### src/rtl/uart_tx_fifo.sv
// uart_tx_fifo: UART transmitter fed from a small circular FIFO.
// Frame: START, DATA (LSB first), optional PARITY, STOP, GAP.
// Optional parity bit is built in when UART_TX_PARITY_EN is defined.
//
// state  | meaning
// IDLE   | line high, waiting for a queued word
// START  | start bit, line low
// DATA   | data bits, LSB first
// PARITY | parity bit (UART_TX_PARITY_EN builds only)
// STOP   | stop bit(s), line high
// GAP    | inter-frame idle bit periods, line high
module uart_tx_fifo #(
    parameter int CLKS_PER_BIT = 1,
    parameter int DATA_BITS    = 8,
    parameter int STOP_BITS    = 1,
    parameter int IDLE_BITS    = 1,
    parameter int FIFO_DEPTH   = 4,
    parameter int PARITY_ODD   = 0
) (
    input  logic                          clk,
    input  logic                          reset,
    input  logic [DATA_BITS-1:0]          tx_data,
    input  logic                          tx_valid,
    output logic                          tx_ready,
    output logic                          tx_pin,
    output logic                          busy,
    output logic [$clog2(FIFO_DEPTH):0]   fifo_level
);
    localparam int PTR_W    = $clog2(FIFO_DEPTH);
    localparam int LVL_W    = PTR_W + 1;
    localparam int BAUD_W   = (CLKS_PER_BIT > 1) ? $clog2(CLKS_PER_BIT) : 1;
    localparam int MAX_BITS = (DATA_BITS > STOP_BITS)
                              ? ((DATA_BITS > IDLE_BITS) ? DATA_BITS : IDLE_BITS)
                              : ((STOP_BITS > IDLE_BITS) ? STOP_BITS : IDLE_BITS);
    localparam int BIT_W    = $clog2(MAX_BITS + 1);

    localparam logic [BAUD_W-1:0] BAUD_LAST = BAUD_W'(CLKS_PER_BIT - 1);
    localparam logic [BIT_W-1:0]  DATA_LAST = BIT_W'(DATA_BITS - 1);
    localparam logic [BIT_W-1:0]  STOP_LAST = BIT_W'(STOP_BITS - 1);
    localparam logic [BIT_W-1:0]  GAP_LAST  = BIT_W'((IDLE_BITS > 0) ? IDLE_BITS - 1 : 0);
    localparam logic [LVL_W-1:0]  LVL_FULL  = LVL_W'(FIFO_DEPTH);

    localparam logic [2:0] S_IDLE   = 3'd0;
    localparam logic [2:0] S_START  = 3'd1;
    localparam logic [2:0] S_DATA   = 3'd2;
`ifdef UART_TX_PARITY_EN
    localparam logic [2:0] S_PARITY = 3'd3;
`endif
    localparam logic [2:0] S_STOP   = 3'd4;
    localparam logic [2:0] S_GAP    = 3'd5;

    // Elaboration-time parameter sanity checks
    if (CLKS_PER_BIT < 1) begin : g_chk_clks
        $error("uart_tx_fifo: CLKS_PER_BIT must be >= 1");
    end
    if (DATA_BITS < 5 || DATA_BITS > 9) begin : g_chk_data
        $error("uart_tx_fifo: DATA_BITS must be 5..9");
    end
    if (STOP_BITS < 1 || STOP_BITS > 2) begin : g_chk_stop
        $error("uart_tx_fifo: STOP_BITS must be 1 or 2");
    end
    if (IDLE_BITS < 0) begin : g_chk_idle
        $error("uart_tx_fifo: IDLE_BITS must be >= 0");
    end
    if (FIFO_DEPTH < 2 || (FIFO_DEPTH & (FIFO_DEPTH - 1)) != 0) begin : g_chk_depth
        $error("uart_tx_fifo: FIFO_DEPTH must be a power of two >= 2");
    end
    if (PARITY_ODD < 0 || PARITY_ODD > 1) begin : g_chk_par
        $error("uart_tx_fifo: PARITY_ODD must be 0 or 1");
    end

    logic [DATA_BITS-1:0] mem_q [FIFO_DEPTH];
    logic [DATA_BITS-1:0] mem_d [FIFO_DEPTH];
    logic [PTR_W-1:0]     wr_ptr_q, wr_ptr_d;
    logic [PTR_W-1:0]     rd_ptr_q, rd_ptr_d;
    logic [LVL_W-1:0]     level_q, level_d;

    logic [2:0]           state_q, state_d;
    logic [BAUD_W-1:0]    baud_q, baud_d;
    logic [BIT_W-1:0]     bit_q, bit_d;
    logic [DATA_BITS-1:0] shift_q, shift_d;
    logic                 tx_pin_q, tx_pin_d;
`ifdef UART_TX_PARITY_EN
    logic                 par_q, par_d;
`endif

    logic full, empty, push, pop, bit_end, frame_done;

    assign full       = (level_q == LVL_FULL);
    assign empty      = (level_q == '0);
    // A pop in the same cycle never frees room for a push: ready looks at full only.
    assign tx_ready   = ~reset & ~full;
    assign push       = tx_valid & tx_ready;
    assign tx_pin     = tx_pin_q;
    assign busy       = (state_q != S_IDLE) | ~empty;
    assign fifo_level = level_q;

    // FIFO storage write; contents need no reset since reads only happen when non-empty
    always_comb begin
        mem_d = mem_q;
        if (push) mem_d[wr_ptr_q] = tx_data;
    end

    // FIFO pointers and occupancy; pointers wrap naturally at the power-of-two depth
    always_comb begin
        wr_ptr_d = push ? wr_ptr_q + PTR_W'(1) : wr_ptr_q;
        rd_ptr_d = pop  ? rd_ptr_q + PTR_W'(1) : rd_ptr_q;
        level_d  = level_q;
        case ({push, pop})
            2'b10:   level_d = level_q + LVL_W'(1);
            2'b01:   level_d = level_q - LVL_W'(1);
            default: level_d = level_q;
        endcase
    end

    // Frame sequencer: baud counter, bit counter, shift register and next line level
    always_comb begin
        state_d    = state_q;
        baud_d     = baud_q;
        bit_d      = bit_q;
        shift_d    = shift_q;
        pop        = 1'b0;
        frame_done = 1'b0;
`ifdef UART_TX_PARITY_EN
        par_d      = par_q;
`endif
        bit_end = (baud_q == BAUD_LAST);
        if (state_q != S_IDLE) baud_d = bit_end ? '0 : baud_q + BAUD_W'(1);

        case (state_q)
            S_IDLE:  pop = ~empty;
            S_START: if (bit_end) state_d = S_DATA;
            S_DATA: begin
                if (bit_end) begin
                    if (bit_q == DATA_LAST) begin
                        bit_d = '0;
`ifdef UART_TX_PARITY_EN
                        state_d = S_PARITY;
`else
                        state_d = S_STOP;
`endif
                    end else begin
                        bit_d   = bit_q + BIT_W'(1);
                        shift_d = shift_q >> 1;
                    end
                end
            end
`ifdef UART_TX_PARITY_EN
            S_PARITY: if (bit_end) state_d = S_STOP;
`endif
            S_STOP: begin
                if (bit_end) begin
                    if (bit_q == STOP_LAST) begin
                        bit_d = '0;
                        if (IDLE_BITS > 0) state_d = S_GAP;
                        else               frame_done = 1'b1;
                    end else begin
                        bit_d = bit_q + BIT_W'(1);
                    end
                end
            end
            S_GAP: begin
                if (bit_end) begin
                    if (bit_q == GAP_LAST) begin
                        bit_d      = '0;
                        frame_done = 1'b1;
                    end else begin
                        bit_d = bit_q + BIT_W'(1);
                    end
                end
            end
            default: state_d = S_IDLE;
        endcase

        // End of frame chains straight into the next START when a word is waiting.
        if (frame_done) begin
            state_d = S_IDLE;
            pop     = ~empty;
        end

        if (pop) begin
            state_d = S_START;
            baud_d  = '0;
            bit_d   = '0;
            shift_d = mem_q[rd_ptr_q];
`ifdef UART_TX_PARITY_EN
            par_d   = (^mem_q[rd_ptr_q]) ^ (PARITY_ODD != 0);
`endif
        end

        // Line level is registered, so it follows the state being entered.
        case (state_d)
            S_START:  tx_pin_d = 1'b0;
            S_DATA:   tx_pin_d = shift_d[0];
`ifdef UART_TX_PARITY_EN
            S_PARITY: tx_pin_d = par_d;
`endif
            default:  tx_pin_d = 1'b1;
        endcase
    end

    // FIFO storage register
    always_ff @(posedge clk) begin
        mem_q <= mem_d;
    end

    // Control state registers with synchronous reset; reset abandons any frame in flight
    always_ff @(posedge clk) begin
        if (reset) begin
            wr_ptr_q <= '0;
            rd_ptr_q <= '0;
            level_q  <= '0;
            state_q  <= S_IDLE;
            baud_q   <= '0;
            bit_q    <= '0;
            shift_q  <= '0;
            tx_pin_q <= 1'b1;
`ifdef UART_TX_PARITY_EN
            par_q    <= 1'b0;
`endif
        end else begin
            wr_ptr_q <= wr_ptr_d;
            rd_ptr_q <= rd_ptr_d;
            level_q  <= level_d;
            state_q  <= state_d;
            baud_q   <= baud_d;
            bit_q    <= bit_d;
            shift_q  <= shift_d;
            tx_pin_q <= tx_pin_d;
`ifdef UART_TX_PARITY_EN
            par_q    <= par_d;
`endif
        end
    end

endmodule

### config.mk
export PLATFORM = sky130hd
export DESIGN_NAME = uart_tx_fifo
export DESIGN_NICKNAME = d
export VERILOG_FILES = /design/src/rtl/uart_tx_fifo.sv
export SDC_FILE = /design/constraint.sdc
export NUM_CORES = 1
export LEC_CHECK = 0
export ABC_CLOCK_PERIOD_IN_PS = 3350
export BUFFER_PORTS_ARGS = -buffer_cell sky130_fd_sc_hd__buf_2
export CORE_MARGIN = 1
export CORE_UTILIZATION = 40
export DETAILED_ROUTE_END_ITERATION = 6
export SYNTH_ARGS = -nofsm -noshare
export SYNTH_HDL_FRONTEND = slang
export SYNTH_SLANG_ARGS = --single-unit
### constraint.sdc
create_clock -name clk -period 3.35 [get_ports clk]
set_clock_uncertainty 0.2 [all_clocks]
set_input_delay 0.335 -clock clk [delete_from_list [all_inputs] [get_ports clk]]
set_output_delay 0.335 -clock clk [all_outputs]
set_load 0.01 [all_outputs]
==> metrics.csv <==
metric;value;unit
R2R depth;11;
overall die width;78.5;µm
Crit Reg-Reg Endpoint;fifo_level[2];
hold_sp;tx_data[7];
crit-path max FO;8;
Seq pwr share;44.8;%
post-synthesis mux area share;8.12;%
synth warn;0;
#FFs+latches synth;55;
max_cap viols;0;
CP required;3.38;ns
worst vdd ir;0.000387;V
Post-Route WL;4110;µm
Least-Margin Pin Slew;0.602;ns
IO Port Bufs;16;
depth of the worst hold-timing path;1;
Setup WS pre-CTS;0.505;ns
I/O pin cnt;17;
Max Clk Rate;347;MHz
worst reg2reg setup slack;0.46;ns
die area;0.00617;mm²
adder-cell share of the synthesized area;4.59;%
Post-route DRC;0;
outcome;finished, final reports clean;
P&R area growth vs syn;12.4;%
kind of critical path;reg -> reg;
H-tree levels;2;
async set or reset register ratio after synthesis;0;%
max_slew headroom;59.8;%
Pleak;0.917;nW
sw power;650;µW
Starting Density;42.0;%
Netlist cell types;36;
area leader, netlist;edfxtp_1;
clock sink count;55;
Switching Fraction;31.5;%
post-layout worst setup margin;0.465;ns
min cycle time layout;2.89;ns
DP Wirelength;2840;µm
worst hold path class;in -> reg;
row cnt;27;
CTS buffer count;5;
Fin. Hold Viols;0;
clock share of power;24.3;%
Worst-path clk slew;0.09;ns
post-synthesis xor/xnor area fraction;2.24;%
core footprint;0.00557;mm²
Layout Utilization;47.3;%
Gate power share;30.9;%
Die Height;78.5;µm
WHS Endpoint;mem_q[31];
Tot GR Track Use;14.6;%
# setup viols final;0;
DRT iter0 DRCs;68;
final slew viol count;0;
post-synthesis simple-gate area fraction;12.2;%
Clock Root Buffer;clkbuf_8;
DR vias/cell;5.35;
drt wl/cell;15.0;µm
syn nets;202;
Worst setup EP type;flip-flop;
Seq/Total Area, Yosys;60.7;%
hold_buf cts;0;
ys flop type;edfxtp_1;
setup_tns;0;ns
worst skew pair latency;0.30;ns
fill count;506;
final worst path period share;86.1;%
post_cts resized;0;
crit path launch type;flip-flop;
post-synth top area share;41.0;%
RePlAce Congestion;0.815;
vias in the first global route;1456;
CTS max path bufs;2;
Post-Synthesis Cells;183;
largest cells by area after synthesis;edfxtp_1 41%, dfxtp_1 20%, mux4_2 7.7%, ha_1 3.7%, nor2_1 2.6%;
antenna fix cells;0;
Post-layout nets;220;
DP Area;0.00250;mm²
layout cells sized above 1;18.3;%
Pwr per Cell Area;784;mW/mm²
gr ovfl total;0;
largest family of logic cells by synthesized area;simple AND/OR/NAND/NOR gates;
Netlist Area Pre-Place;0.00234;mm²
post-CTS setup buffer count;0;
RSZ-0062 raised after global routing;false;
CTS tree;done;
EDFF count, synth;32;
Post-DRT Antenna Nets;0;
Internal;1.42;mW
antenna violations before repair;0;
via count;1467;
pin count of the biggest net entering global routing;23;
Worst R2R Start;bit_q[0];
fin area;0.00264;mm²
WP data arrival;2.91;ns
first-pass GRT wire length;6780;µm
DRT Pass-1 Iters;5;
Synth Area in Compound Gates;8.97;%
Avg Inst Size Synth;12.8;µm²
## layer usage
metal  global-route usage (%)  up-vias  wire [µm]
li1                         -      708          -
met1                     16.8      719       1790
met2                     25.6       33       2110
met3                     3.60        7        142
met4                     6.48        0         66
met5                        0        -          0
## cell type report
class                           instances  area [µm²]  area share [%]
Timing Repair Buffer                   19         103            3.89
Multi-Input combinational cell        109         847            32.1
Clock inverter                          2        60.1            2.28
Sequential cell                        55        1420            53.9
Inverter                               11        41.3            1.57
Clock buffer                            6        72.6            2.75
Tap cell                               72        90.1            3.42
## worst max-delay path: stages (launching register included)
cell and delay (ns):
dfxtp_1 0.34, inv_1 0.09, ha_1 0.16, nand4bb_1 0.14, a2111o_1 0.46, inv_2 0.13, ha_1 0.21, inv_1 0.07
fa_1 0.38, xor2_1 0.17, or3_1 0.31, a21oi_1 0.15
## state kept, by name, indices dropped and copies added, names as in the netlist
name,cells
state_q,3
shift_q,8
wr_ptr_q,2
rd_ptr_q,2
mem_q,32
bit_q,4
tx_pin,1
fifo_level,3
## synthesized netlist by cell type (all sizes together), types with 3 or more instances
cell type	count
nor2	16
o21ai	3
a311oi	6
edfxtp	32
and2	4
clkbuf	5
dfxtp	23
or3	3
a21oi	9
xor2	4
nand3	8
nor3	3
buf	3
nand2	12
ha	7
inv	11
mux4	8
## power by group through the flow
stage	sequential (mW)	clock (mW)	combinational, mW
final	0.926	0.502	0.639
after global routing	0.947	0.537	0.714
after CTS	0.928	0.515	0.642
after detailed placement	0.942	0	0.640
after global placement	0.936	0	0.611
after floorplan	0.899	0	0.503
## worst max path at each step
stage | from | to | cells after the start
final | bit_q[0] | fifo_level[2] | 11
after global routing | bit_q[0] | fifo_level[2] | 11
after CTS | bit_q[0] | fifo_level[2] | 11
after detailed placement | bit_q[0] | fifo_level[2] | 11
after global placement | bit_q[0] | fifo_level[2] | 11
after floorplan | bit_q[0] | fifo_level[2] | 11
## per-stage QoR
stage	hold slack [ns]	power, mW	cells
3_5_place_dp	0.271	1.58	266
5_1_grt	0.0345	2.20	274
6_report	0.0422	2.07	274
4_1_cts	0.0351	2.08	274
2_1_floorplan	0.234	1.40	183
3_3_place_gp	0.266	1.55	266
## cells in the final DEF (no fill, tap or decap), types with 4 or more instances in the layout
| cell | n |
|---|---|
| nand2_1 | 12 |
| xor2_1 | 4 |
| dfxtp_1 | 23 |
| nand3_1 | 8 |
| ha_1 | 7 |
| and2_1 | 4 |
| nor2_1 | 16 |
| mux4_2 | 8 |
| edfxtp_1 | 32 |
| a311oi_1 | 6 |
| clkbuf_8 | 5 |
| inv_1 | 10 |
| buf_2 | 16 |
| a21oi_1 | 9 |
## cells by family (layout without fill, tap and decap cells)
logic type / after synthesis / in the layout
XOR/XNOR: 6 / 6
buffers and inverters: 19 / 38
adder cells (fa/ha/maj): 8 / 8
flip-flops: 55 / 55
AND/OR/NAND/NOR: 57 / 57
multiplexers: 9 / 9
AO/OA/AOI/OAI: 29 / 29
No activity file was read; power rests on OpenSTA's default activity.
